File: src/rtl/controller_pkg.sv
// Shared types and constants for the controller bus arbiter: arbiter state
// encoding, the default bus-free interval and a round-robin wrap helper.
package controller_pkg;

   typedef enum logic [1:0] {
      ARB_IDLE      = 2'd0,
      ARB_WAIT_FREE = 2'd1,
      ARB_GRANTED   = 2'd2,
      ARB_RELEASE   = 2'd3
   } arb_state_e;

   // Bus-free interval in clk cycles that integrators start from.
   localparam int unsigned DEFAULT_T_BUS_FREE = 32'd50;

   // Index following idx in a ring of n entries.
   function automatic int rr_inc(input int idx, input int n);
      return (idx + 1 >= n) ? 0 : idx + 1;
   endfunction

endpackage

File: src/rtl/ctrl_rr_pick.sv
// Round-robin winner search: first asserted request at or after ptr_i,
// wrapping modulo NumEngines.
module ctrl_rr_pick #(
   parameter int NumEngines = 2,
   localparam int IdxWidth = $clog2(NumEngines)
) (
   input  logic [NumEngines-1:0] req_i,
   input  logic [IdxWidth-1:0]   ptr_i,
   output logic [IdxWidth-1:0]   idx_o,
   output logic                  valid_o
);

   logic [IdxWidth-1:0] cand;

   // Scan from the farthest candidate back to ptr_i so the nearest request wins.
   always_comb begin
      idx_o   = '0;
      valid_o = 1'b0;
      cand    = '0;
      for (int k = NumEngines - 1; k >= 0; k--) begin
         cand = IdxWidth'((int'(ptr_i) + k) % NumEngines);
         if (req_i[cand]) begin
            idx_o   = cand;
            valid_o = 1'b1;
         end
      end
   end

endmodule

File: src/rtl/ctrl_bus_arbiter.sv
// Arbitrates several bus controller engines onto one PHY: round-robin pick,
// bus-free wait, exclusive grant with registered PHY drive, one-cycle release.
module ctrl_bus_arbiter
   import controller_pkg::*;
#(
   parameter int NumEngines = 2,
   parameter int TimerWidth = 20,
   localparam int IdxWidth = $clog2(NumEngines)
) (
   input  logic                  clk_i,
   input  logic                  rst_i,
   input  logic                  enable_i,
   input  logic [NumEngines-1:0] req_i,
   input  logic [NumEngines-1:0] done_i,
   input  logic [NumEngines-1:0] eng_scl_i,
   input  logic [NumEngines-1:0] eng_sda_i,
   input  logic [NumEngines-1:0] eng_sel_od_pp_i,
   input  logic                  bus_scl_i,
   input  logic                  bus_sda_i,
   input  logic [TimerWidth-1:0] t_bus_free_i,
   output logic [NumEngines-1:0] gnt_o,
   output logic                  ctrl_scl_o,
   output logic                  ctrl_sda_o,
   output logic                  phy_sel_od_pp_o,
   output logic [IdxWidth-1:0]   active_idx_o,
   output logic                  busy_o,
   output logic                  abort_o,
   output logic [1:0]            dbg_state_o
);

   // Handshake: req_i is a level held by an engine for as long as it wants
   // the bus; gnt_o answers it exclusively; done_i is a one-cycle release
   // pulse, and dropping req_i while granted is treated as an abort.

   arb_state_e            state_q, state_d;
   logic [IdxWidth-1:0]   ptr_q, ptr_d;
   logic [IdxWidth-1:0]   winner_q, winner_d;
   logic [TimerWidth-1:0] timer_q, timer_d;
   logic [NumEngines-1:0] gnt_q, gnt_d;
   logic                  scl_q, scl_d;
   logic                  sda_q, sda_d;
   logic                  od_pp_q, od_pp_d;
   logic                  busy_q, busy_d;
   logic                  abort_q, abort_d;

   logic [IdxWidth-1:0]   pick_idx;
   logic                  pick_valid;

   ctrl_rr_pick #(
      .NumEngines (NumEngines)
   ) u_rr_pick (
      .req_i   (req_i),
      .ptr_i   (ptr_q),
      .idx_o   (pick_idx),
      .valid_o (pick_valid)
   );

   always_comb begin
      state_d  = state_q;
      ptr_d    = ptr_q;
      winner_d = winner_q;
      timer_d  = timer_q;
      abort_d  = 1'b0;
      unique case (state_q)
         ARB_IDLE: begin
            if (enable_i && pick_valid) begin
               winner_d = pick_idx;
               timer_d  = '0;
               state_d  = ARB_WAIT_FREE;
            end
         end
         ARB_WAIT_FREE: begin
            // The comparison uses the count before this cycle's update, so
            // a zero interval grants after a single WAIT_FREE cycle.
            if (!req_i[winner_q]) begin
               state_d = ARB_IDLE;
            end else if (timer_q >= t_bus_free_i) begin
               state_d = ARB_GRANTED;
            end
            if (bus_scl_i && bus_sda_i) begin
               if (timer_q != '1) begin
                  timer_d = timer_q + TimerWidth'(1);
               end
            end else begin
               timer_d = '0;
            end
         end
         ARB_GRANTED: begin
            if (done_i[winner_q]) begin
               state_d = ARB_RELEASE;
               ptr_d   = IdxWidth'(rr_inc(int'(winner_q), NumEngines));
            end else if (!req_i[winner_q]) begin
               state_d = ARB_RELEASE;
               abort_d = 1'b1;
               ptr_d   = IdxWidth'(rr_inc(int'(winner_q), NumEngines));
            end
         end
         ARB_RELEASE: begin
            state_d = ARB_IDLE;
         end
         default: begin
            state_d = ARB_IDLE;
         end
      endcase
   end

   // Outputs are registered from the next state, so they line up with state_q.
   always_comb begin
      gnt_d   = '0;
      scl_d   = 1'b1;
      sda_d   = 1'b1;
      od_pp_d = 1'b0;
      busy_d  = (state_d != ARB_IDLE);
      if (state_d == ARB_GRANTED) begin
         gnt_d[winner_q] = 1'b1;
         scl_d           = eng_scl_i[winner_q];
         sda_d           = eng_sda_i[winner_q];
         od_pp_d         = eng_sel_od_pp_i[winner_q];
      end
   end

   always_ff @(posedge clk_i) begin
      if (rst_i) begin
         state_q  <= ARB_IDLE;
         ptr_q    <= '0;
         winner_q <= '0;
         timer_q  <= '0;
         gnt_q    <= '0;
         scl_q    <= 1'b1;
         sda_q    <= 1'b1;
         od_pp_q  <= 1'b0;
         busy_q   <= 1'b0;
         abort_q  <= 1'b0;
      end else begin
         state_q  <= state_d;
         ptr_q    <= ptr_d;
         winner_q <= winner_d;
         timer_q  <= timer_d;
         gnt_q    <= gnt_d;
         scl_q    <= scl_d;
         sda_q    <= sda_d;
         od_pp_q  <= od_pp_d;
         busy_q   <= busy_d;
         abort_q  <= abort_d;
      end
   end

   assign gnt_o           = gnt_q;
   assign ctrl_scl_o      = scl_q;
   assign ctrl_sda_o      = sda_q;
   assign phy_sel_od_pp_o = od_pp_q;
   assign active_idx_o    = winner_q;
   assign busy_o          = busy_q;
   assign abort_o         = abort_q;
   assign dbg_state_o     = state_q;

endmodule

File: config.mk
export PLATFORM = sky130hd
export DESIGN_NAME = ctrl_bus_arbiter
export DESIGN_NICKNAME = d
export VERILOG_FILES = /design/src/rtl/controller_pkg.sv /design/src/rtl/ctrl_rr_pick.sv /design/src/rtl/ctrl_bus_arbiter.sv
export SDC_FILE = /design/constraint.sdc
export NUM_CORES = 1
export LEC_CHECK = 0
export CAP_MARGIN = 20
export CORE_MARGIN = 10
export CORE_UTILIZATION = 30
export DETAILED_ROUTE_END_ITERATION = 16
export PLACE_DENSITY = 0.53
export REMOVE_ABC_BUFFERS = 1
export SYNTH_ARGS = -nofsm -noshare
export SYNTH_HDL_FRONTEND = slang
export SYNTH_SLANG_ARGS = --single-unit
File: constraint.sdc
create_clock -name clk_i -period 3.9 [get_ports clk_i]
set_clock_uncertainty 0.15 [all_clocks]
set_input_delay 0.78 -clock clk_i [delete_from_list [all_inputs] [get_ports clk_i]]
set_output_delay 0.78 -clock clk_i [all_outputs]
set_load 0.1 [all_outputs]
==> results of run 1 <==
[routing by layer]
layer / global-route usage / share of wire / vias up / wire (um)
met4: 0.0298 / 0.0059 / 0 / 33
met5: 0 / 0 / - / 0
met1: 0.143 / 0.53 / 884 / 2960
li1: - / - / 1017 / -
met2: 0.159 / 0.43 / 40 / 2410
met3: 0.0273 / 0.030 / 2 / 166
[layout make-up]
cell class,count,area [um2]
clock buffers,6,82.6
well taps,96,120
clock inverters,2,35.0
flip-flops and latches,31,621
fillers,694,4060
repair buffers,45,440
inverters,25,93.8
multi-input cells,188,1340
[cells in the mapped netlist (3+ instances only)]
| library cell | count |
|---|---|
| sky130_fd_sc_hd__a2111oi_2 | 3 |
| sky130_fd_sc_hd__a211oi_1 | 4 |
| sky130_fd_sc_hd__a21o_1 | 3 |
| sky130_fd_sc_hd__a21oi_1 | 19 |
| sky130_fd_sc_hd__a31o_2 | 3 |
| sky130_fd_sc_hd__a31oi_1 | 5 |
| sky130_fd_sc_hd__buf_4 | 3 |
| sky130_fd_sc_hd__clkbuf_1 | 3 |
| sky130_fd_sc_hd__dfxtp_1 | 31 |
| sky130_fd_sc_hd__ha_1 | 21 |
| sky130_fd_sc_hd__inv_1 | 25 |
| sky130_fd_sc_hd__nand2_1 | 18 |
| sky130_fd_sc_hd__nand2b_1 | 4 |
| sky130_fd_sc_hd__nand3_1 | 10 |
| sky130_fd_sc_hd__nand4_1 | 6 |
| sky130_fd_sc_hd__nor2_1 | 18 |
| sky130_fd_sc_hd__nor2_2 | 5 |
| sky130_fd_sc_hd__nor3_1 | 6 |
| sky130_fd_sc_hd__nor4_1 | 4 |
| sky130_fd_sc_hd__o21ai_0 | 9 |
| sky130_fd_sc_hd__o22ai_1 | 3 |
| sky130_fd_sc_hd__o31ai_1 | 3 |
| sky130_fd_sc_hd__or3_1 | 5 |
| sky130_fd_sc_hd__xnor2_1 | 8 |
[flip-flops by register name (all words and copies together) (netlist names)]
| signal | count |
|---|---|
| ctrl_scl_o | 1 |
| gnt_o | 2 |
| active_idx_o | 1 |
| busy_o | 1 |
| dbg_state_o | 2 |
| ctrl_sda_o | 1 |
| abort_o | 1 |
| ptr_q | 1 |
| timer_q | 20 |
| phy_sel_od_pp_o | 1 |
[through the flow]
step	utilization	cells	cell area (um2)	power, mW	hold WS [ns]
after floorplan	-	244	2050	0.387	0.314
after global placement	0.385	385	2610	0.442	0.338
after detailed placement	0.385	385	2610	0.443	0.353
after CTS	0.402	393	2730	0.781	0.362
after global routing	0.402	393	2730	0.798	0.389
final	0.402	393	2730	0.768	0.360
[power breakdown]
group,internal [mW],switching (mW),leakage [nW]
Combinational,0.0525,0.0567,0.716
Sequential,0.320,0.00651,0.250
Clock,0.207,0.126,0.0612
[logic make-up (layout without fill, tap and decap cells)]
group           after synthesis  after routing  synth area share
mux                           4              4            0.0202
xor+xnor                      8              8            0.0333
flops                        31             31             0.295
compound gates               65             65             0.221
simple gates                 90             90             0.236
fa+ha+maj                    21             21             0.125
buf+inv                      33             78            0.0684
[placed cells by master (no fill, tap or decap), types with 8 or more instances in the layout]
cell type                         Yosys  layout
sky130_fd_sc_hd__a21oi_1             19      19
sky130_fd_sc_hd__xnor2_1              8       8
sky130_fd_sc_hd__nand2_1             18      18
sky130_fd_sc_hd__clkdlybuf4s50_1      0      41
sky130_fd_sc_hd__ha_1                21      21
sky130_fd_sc_hd__o21ai_0              9       9
sky130_fd_sc_hd__nor2_1              18      18
sky130_fd_sc_hd__nand3_1             10      10
sky130_fd_sc_hd__inv_1               25      25
sky130_fd_sc_hd__dfxtp_1             31      31
[worst register-to-register path, stage by stage (launching register included)]
cell and delay, ns:
sky130_fd_sc_hd__dfxtp_1 0.39, sky130_fd_sc_hd__inv_1 0.08, sky130_fd_sc_hd__ha_1 0.27, sky130_fd_sc_hd__nand2b_1 0.14, sky130_fd_sc_hd__a2111oi_0 0.65, sky130_fd_sc_hd__nand4b_1 0.22
sky130_fd_sc_hd__a21o_1 0.22, sky130_fd_sc_hd__a31oi_1 0.10
[path summary, 6_finish.rpt]
path | startpoint | to | slack (ns) | depth (start not counted)
worst max-delay path | t_bus_free_i[0] | gnt_o[0] | 1.09 | 7
worst min-delay path | timer_q[0] | timer_q[0] | 0.36 | 2
worst max register to register | timer_q[0] | gnt_o[0] | 1.55 | 7
worst min register to register | timer_q[0] | timer_q[0] | 0.36 | 2
==> impl_results.html, run 1 <==
<table>
<tr><th>Metric</th><th>Value</th></tr>
<tr><th colspan="2">Outcome</th></tr>
<tr><td>Run status</td><td>completed</td></tr>
<tr><th colspan="2">STA</th></tr>
<tr><td>Final setup violation count</td><td>0</td></tr>
<tr><td>Total negative slack</td><td>0 ns</td></tr>
<tr><td>Fraction of the cycle the final worst path needs</td><td>0.720</td></tr>
<tr><td>Transition time at the pin with the least slew margin</td><td>roughly 0.98 ns</td></tr>
<tr><td>Minimum period implied by the final worst setup slack</td><td>around 2.8 ns</td></tr>
<tr><td>RSZ-0062 raised after global routing</td><td>false</td></tr>
<tr><td>Setup slack after layout</td><td>1.09 ns</td></tr>
<tr><td>Max-slew violations</td><td>0</td></tr>
<tr><td>Peak clock frequency supported by timing</td><td>around 360 MHz</td></tr>
<tr><td>Slew margin rel.</td><td>0.345</td></tr>
<tr><td>Hold violation count in the final report</td><td>0</td></tr>
<tr><th colspan="2">Power</th></tr>
<tr><td>Reported leakage power</td><td>around 1 nW</td></tr>
<tr><td>Worst VDD drop</td><td>0.0000984 V</td></tr>
<tr><td>Pwr/cell area</td><td>281 nW/um2</td></tr>
<tr><th colspan="2">Routing</th></tr>
<tr><td>Iteration count of the initial detailed-routing pass</td><td>4</td></tr>
<tr><td>Antenna-violating nets left</td><td>0</td></tr>
<tr><td>Routed Wire Length</td><td>5570 um</td></tr>
<tr><td>Detail-routed via count per cell</td><td>around 5</td></tr>
<tr><td>Drt first-iter violations</td><td>86</td></tr>
<tr><td>Total via count in the routed design</td><td>1,943</td></tr>
<tr><td>Average wire per cell in the routed design</td><td>14.2 um</td></tr>
<tr><td>Post-detailed-route DRC marker count</td><td>0</td></tr>
<tr><th colspan="2">Floorplanning</th></tr>
<tr><td>Die ar.</td><td>approximately 11,000 um2</td></tr>
<tr><td>Height of the die</td><td>104 um</td></tr>
<tr><td>Die X</td><td>104 um</td></tr>
<tr><td>Standard-cell rows</td><td>30</td></tr>
<tr><td>Initial Utilization</td><td>0.309</td></tr>
<tr><td>Total core area</td><td>6790 um2</td></tr>
<tr><td>I/O pin count</td><td>45</td></tr>
<tr><th colspan="2">Setup path</th></tr>
<tr><td>Delay of the slowest cell on the worst path</td><td>roughly 0.65 ns</td></tr>
<tr><td>Type of element launching the critical path</td><td>input port</td></tr>
<tr><td>Top cell family by delay on the critical path</td><td>compound AO/OA/AOI/OAI gates</td></tr>
<tr><td>CP max stage cell</td><td>sky130_fd_sc_hd__a2111oi_0</td></tr>
<tr><td>Required time reported for the critical path endpoint</td><td>3.90 ns</td></tr>
<tr><td>Crit end category</td><td>flop</td></tr>
<tr><td>Buffers and inverters on the worst path</td><td>1</td></tr>
<tr><td>Highest net fanout along the worst path</td><td>6</td></tr>
<tr><td>Series of cell instances along the critical path</td><td>clkdlybuf4s50_1 &gt; ha_1 &gt; nand2b_1 &gt; a2111oi_0 &gt; nand4b_1 &gt; a21o_1 &gt; a31oi_1</td></tr>
<tr><td>Data arrival time of the critical path</td><td>2.80 ns</td></tr>
<tr><td>Category of the most critical setup path</td><td>in2reg</td></tr>
<tr><th colspan="2">Synthesis</th></tr>
<tr><td>Post-Synthesis Cell Area</td><td>between 2000 and 2500 um2</td></tr>
<tr><td>Top_reg_cell synth</td><td>sky130_fd_sc_hd__dfxtp_1</td></tr>
<tr><td>Number of different library cells in the post-synthesis netlist</td><td>51</td></tr>
<tr><td>Total of warnings raised by yosys</td><td>0</td></tr>
<tr><td>Average cell area after synthesis</td><td>8.34 um2</td></tr>
<tr><td>Share of Yosys cell area claimed by the top area cell type</td><td>0.295</td></tr>
<tr><td>Cell taking the most area after synthesis</td><td>sky130_fd_sc_hd__dfxtp_1</td></tr>
<tr><td>Top area cells in the synthesized netlist</td><td>sky130_fd_sc_hd__dfxtp_1 30%, sky130_fd_sc_hd__ha_1 13%, sky130_fd_sc_hd__a21oi_1 4.5%</td></tr>
<tr><td>Share of the yosys chip area belonging to registers</td><td>0.295</td></tr>
<tr><td>EDFF count, synth</td><td>0</td></tr>
<tr><td>Post-Synthesis Cells</td><td>252</td></tr>
<tr><td>FFs w/ async S/R, synth</td><td>0</td></tr>
<tr><td>Flop and latch count out of synthesis</td><td>31</td></tr>
<tr><th colspan="2">Clocking</th></tr>
<tr><td># Post-CTS Setup Buffers</td><td>0</td></tr>
<tr><td>Root buffer cell</td><td>sky130_fd_sc_hd__clkbuf_8</td></tr>
<tr><td>Source-to-sink clock delay at the later pin of the worst-skew pair</td><td>approximately 0.28 ns</td></tr>
<tr><td>Clock tree from TritonCTS</td><td>built</td></tr>
<tr><td>CTS max path bufs</td><td>2</td></tr>
<tr><td>Number of buffers created by CTS</td><td>5</td></tr>
<tr><td>Cts repair resizes</td><td>0</td></tr>
<tr><td>Clock sink total</td><td>31</td></tr>
<tr><td>Clock-pin slew on the worst setup and hold paths</td><td>0.07 ns</td></tr>
<tr><td>Number of H-tree branching levels</td><td>2</td></tr>
<tr><td>CTS Hold Bufs</td><td>0</td></tr>
<tr><th colspan="2">GRT</th></tr>
<tr><td>Wire length of the first global-routing pass</td><td>9570 um</td></tr>
<tr><td>Antenna violations before repair</td><td>0</td></tr>
<tr><td>Aggregate global routing overflow</td><td>0</td></tr>
<tr><td>Vias in the first global route</td><td>1,921</td></tr>
<tr><td>Pin count of the biggest net entering global routing</td><td>14</td></tr>
<tr><td>Global routing usage summed across all routing layers</td><td>0.105</td></tr>
<tr><th colspan="2">Placed design</th></tr>
<tr><td>Weighted congestion at the end of routability-driven global placement</td><td>just under 0.8</td></tr>
<tr><td>Setup slack after placement</td><td>between 0.8 and 0.9 ns</td></tr>
<tr><td>Dpl hpwl</td><td>4410 um</td></tr>
<tr><td>PortBufs</td><td>44</td></tr>
<tr><th colspan="2">Finish</th></tr>
<tr><td>Proportion of layout cells with a drive suffix above 1</td><td>0.108</td></tr>
<tr><td>Fin nets</td><td>352</td></tr>
<tr><td>ANT cells</td><td>0</td></tr>
<tr><td>Signed area change from the synthesized netlist to the final layout</td><td>29.9%</td></tr>
<tr><th colspan="2">Worst hold path</th></tr>
<tr><td>Class of the tightest hold or removal check</td><td>reg2reg</td></tr>
<tr><th colspan="2">Run</th></tr>
<tr><td># Max-Cap Violations</td><td>0</td></tr>
</table>
No activity file was read; power rests on OpenSTA's default activity.
==> run 2, diff against run 1 <==
clock period = 2.7 ns   (was 3.9 ns; I/O delays follow)
==> impl_results.html, run 2 (same netlist as run 1, synthesis figures left out) <==
<table>
<tr><th>Metric</th><th>Value</th></tr>
<tr><th colspan="2">Outcome</th></tr>
<tr><td>Run status</td><td>completed</td></tr>
<tr><th colspan="2">Setup path</th></tr>
<tr><td>Required time reported for the critical path endpoint</td><td>2.73 ns (-1.17 ns)</td></tr>
<tr><td>Category of the most critical setup path</td><td>in2reg</td></tr>
<tr><td>Highest net fanout along the worst path</td><td>6 (unchanged)</td></tr>
<tr><td>Data arrival time of the critical path</td><td>2.50 ns (-0.30 ns)</td></tr>
<tr><td>Type of element launching the critical path</td><td>input port</td></tr>
<tr><td>Crit end category</td><td>flop</td></tr>
<tr><th colspan="2">GRT</th></tr>
<tr><td>Antenna violations before repair</td><td>0 (unchanged)</td></tr>
<tr><td>Wire length of the first global-routing pass</td><td>9600 um (+0.28%)</td></tr>
<tr><td>Pin count of the biggest net entering global routing</td><td>13 (-1)</td></tr>
<tr><td>Vias in the first global route</td><td>1,955 (+1.8%)</td></tr>
<tr><td>Global routing usage summed across all routing layers</td><td>0.106 (+0.00112)</td></tr>
<tr><td>Aggregate global routing overflow</td><td>0 (unchanged)</td></tr>
<tr><th colspan="2">Floorplanning</th></tr>
<tr><td>Initial Utilization</td><td>0.309 (unchanged)</td></tr>
<tr><td>I/O pin count</td><td>45 (unchanged)</td></tr>
<tr><td>Standard-cell rows</td><td>30 (unchanged)</td></tr>
<tr><td>Total core area</td><td>6790 um2 (unchanged)</td></tr>
<tr><td>Height of the die</td><td>104 um (unchanged)</td></tr>
<tr><td>Die ar.</td><td>10,800 um2 (unchanged)</td></tr>
<tr><td>Die X</td><td>104 um (unchanged)</td></tr>
<tr><th colspan="2">Routing</th></tr>
<tr><td>Average wire per cell in the routed design</td><td>14.1 um (-0.43%)</td></tr>
<tr><td>Total via count in the routed design</td><td>2,001 (+3.0%)</td></tr>
<tr><td>Iteration count of the initial detailed-routing pass</td><td>4 (unchanged)</td></tr>
<tr><td>Drt first-iter violations</td><td>115 (+34%)</td></tr>
<tr><td>Antenna-violating nets left</td><td>0 (unchanged)</td></tr>
<tr><td>Detail-routed via count per cell</td><td>4.95 (+0.18%)</td></tr>
<tr><td>Routed Wire Length</td><td>5700 um (+2.4%)</td></tr>
<tr><td>Post-detailed-route DRC marker count</td><td>0 (unchanged)</td></tr>
<tr><th colspan="2">Clocking</th></tr>
<tr><td>Number of buffers created by CTS</td><td>5 (unchanged)</td></tr>
<tr><td>Number of H-tree branching levels</td><td>2 (unchanged)</td></tr>
<tr><td>Clock-pin slew on the worst setup and hold paths</td><td>0.07 ns (about the same)</td></tr>
<tr><td>Clock sink total</td><td>31 (unchanged)</td></tr>
<tr><td>CTS max path bufs</td><td>2 (unchanged)</td></tr>
<tr><td>Source-to-sink clock delay at the later pin of the worst-skew pair</td><td>0.28 ns (about the same)</td></tr>
<tr><td>Clock tree from TritonCTS</td><td>built</td></tr>
<tr><td>Root buffer cell</td><td>sky130_fd_sc_hd__clkbuf_8</td></tr>
<tr><td>CTS Hold Bufs</td><td>0 (unchanged)</td></tr>
<tr><th colspan="2">STA</th></tr>
<tr><td>Transition time at the pin with the least slew margin</td><td>0.535 ns (-0.445 ns)</td></tr>
<tr><td>RSZ-0062 raised after global routing</td><td>false</td></tr>
<tr><td>Minimum period implied by the final worst setup slack</td><td>2.47 ns</td></tr>
<tr><td>Hold violation count in the final report</td><td>0 (unchanged)</td></tr>
<tr><td>Final setup violation count</td><td>0 (unchanged)</td></tr>
<tr><td>Peak clock frequency supported by timing</td><td>about 410 MHz</td></tr>
<tr><td>Slew margin rel.</td><td>0.642 (+0.297)</td></tr>
<tr><td>Max-slew violations</td><td>0 (unchanged)</td></tr>
<tr><td>Fraction of the cycle the final worst path needs</td><td>0.914</td></tr>
<tr><th colspan="2">Worst hold path</th></tr>
<tr><td>Class of the tightest hold or removal check</td><td>reg2reg</td></tr>
<tr><th colspan="2">Finish</th></tr>
<tr><td>Most frequent standard cell in the layout excluding fill and tap cells</td><td>sky130_fd_sc_hd__clkdlybuf4s50_1</td></tr>
<tr><td>Post-Layout Cell Count</td><td>404 (+2.8%)</td></tr>
<tr><td>ANT cells</td><td>0 (unchanged)</td></tr>
<tr><td>Most frequent cells in the layout</td><td>34 x sky130_fd_sc_hd__clkdlybuf4s50_1, 31 x sky130_fd_sc_hd__dfxtp_1, 25 x sky130_fd_sc_hd__inv_1</td></tr>
<tr><td>Flip-flop count of the largest register, all copies and words added</td><td>20 (unchanged)</td></tr>
<tr><td>Top register by number of flip-flops</td><td>timer_q</td></tr>
<tr><td>Number of inserted filler cells in the final layout</td><td>683 (-1.6%)</td></tr>
<tr><td>Signed area change from the synthesized netlist to the final layout</td><td>33.6%</td></tr>
<tr><td>Proportion of layout cells with a drive suffix above 1</td><td>0.162 (+0.0546)</td></tr>
<tr><td>Fin nets</td><td>363 (+3.1%)</td></tr>
<tr><th colspan="2">Power</th></tr>
<tr><td>Worst VDD drop</td><td>0.000143 V (+45%)</td></tr>
<tr><td>Reported leakage power</td><td>1.10 nW (+6.8%)</td></tr>
<tr><td>Total power draw</td><td>1.12 mW (+46%)</td></tr>
<tr><td>Pwr/cell area</td><td>400 nW/um2 (+42%)</td></tr>
<tr><th colspan="2">Placed design</th></tr>
<tr><td>Dpl hpwl</td><td>4560 um (+3.5%)</td></tr>
<tr><td>PortBufs</td><td>44 (unchanged)</td></tr>
<tr><td>Weighted congestion at the end of routability-driven global placement</td><td>0.838 (+8.5%)</td></tr>
<tr><td>Cells after DPL</td><td>396 (+2.9%)</td></tr>
<tr><th colspan="2">Run</th></tr>
<tr><td># Max-Cap Violations</td><td>0 (unchanged)</td></tr>
</table>
[run 2: cell count changes in the layout (fill, tap and decap cells not counted), sizes merged]
cell,before,now
buf,4,22
clkdlybuf4s50,41,34
[run 2: power by group]
| group | total, mW | switching (mW) | internal (mW) |
|---|---|---|---|
| Sequential | 0.470 | 0.00803 | 0.462 |
| Combinational | 0.174 | 0.0866 | 0.0876 |
| Clock | 0.480 | 0.182 | 0.299 |
| Total | 1.12 | 0.276 | 0.848 |
[run 2: repair_timing]
action	CTS	global route
gates resized for setup	0	1
setup endpoints to repair	0	5
setup buffers	0	0
[run 2: worst max-delay path: stages]
cell and delay, ns:
sky130_fd_sc_hd__clkdlybuf4s50_1 0.45, sky130_fd_sc_hd__inv_1 0.04, sky130_fd_sc_hd__ha_1 0.29, sky130_fd_sc_hd__nand4_1 0.13
sky130_fd_sc_hd__nor3_1 0.21, sky130_fd_sc_hd__a211oi_1 0.08, sky130_fd_sc_hd__or3_1 0.47, sky130_fd_sc_hd__a31o_2 0.27
[run 2: final timing paths]
kind | from | endpoint | slack [ns] | cells after the start
max | t_bus_free_i[11] | ctrl_scl_o | 0.23 | 8
min | timer_q[9] | timer_q[9] | 0.35 | 2
max reg2reg | timer_q[0] | ctrl_scl_o | 0.50 | 8
min reg2reg | timer_q[9] | timer_q[9] | 0.35 | 2
[run 2: cell type report]
cell class	instances	area, um2	area share
Clock buffer	6	82.6	0.0294
Clock inverter	2	35.0	0.0125
Inverter	25	93.8	0.0334
Multi-Input combinational cell	188	1340	0.477
Sequential cell	31	621	0.221
Tap cell	96	120	0.0428
Timing Repair Buffer	56	518	0.184
[run 2: metrics by stage]
step,worst slack (ns),cell area [um2],hold WS [ns],TNS (ns),utilization
finish,0.232,2810,0.351,0,0.413
global route,0.0625,2810,0.386,0,0.413
CTS,0.246,2810,0.353,0,0.413
detailed placement,-0.0495,2690,0.342,-0.146,0.396
global placement,-0.00753,2690,0.340,-0.0136,0.396
floorplan,0.0967,2050,0.314,0,-
[run 2: layer usage]
metal | GRT usage | up-vias | routed length (um)
li1 | - | 1041 | -
met3 | 0.0273 | 4 | 205
met2 | 0.169 | 48 | 2500
met4 | 0.0298 | 0 | 50
met5 | 0 | - | 0
met1 | 0.137 | 908 | 2940
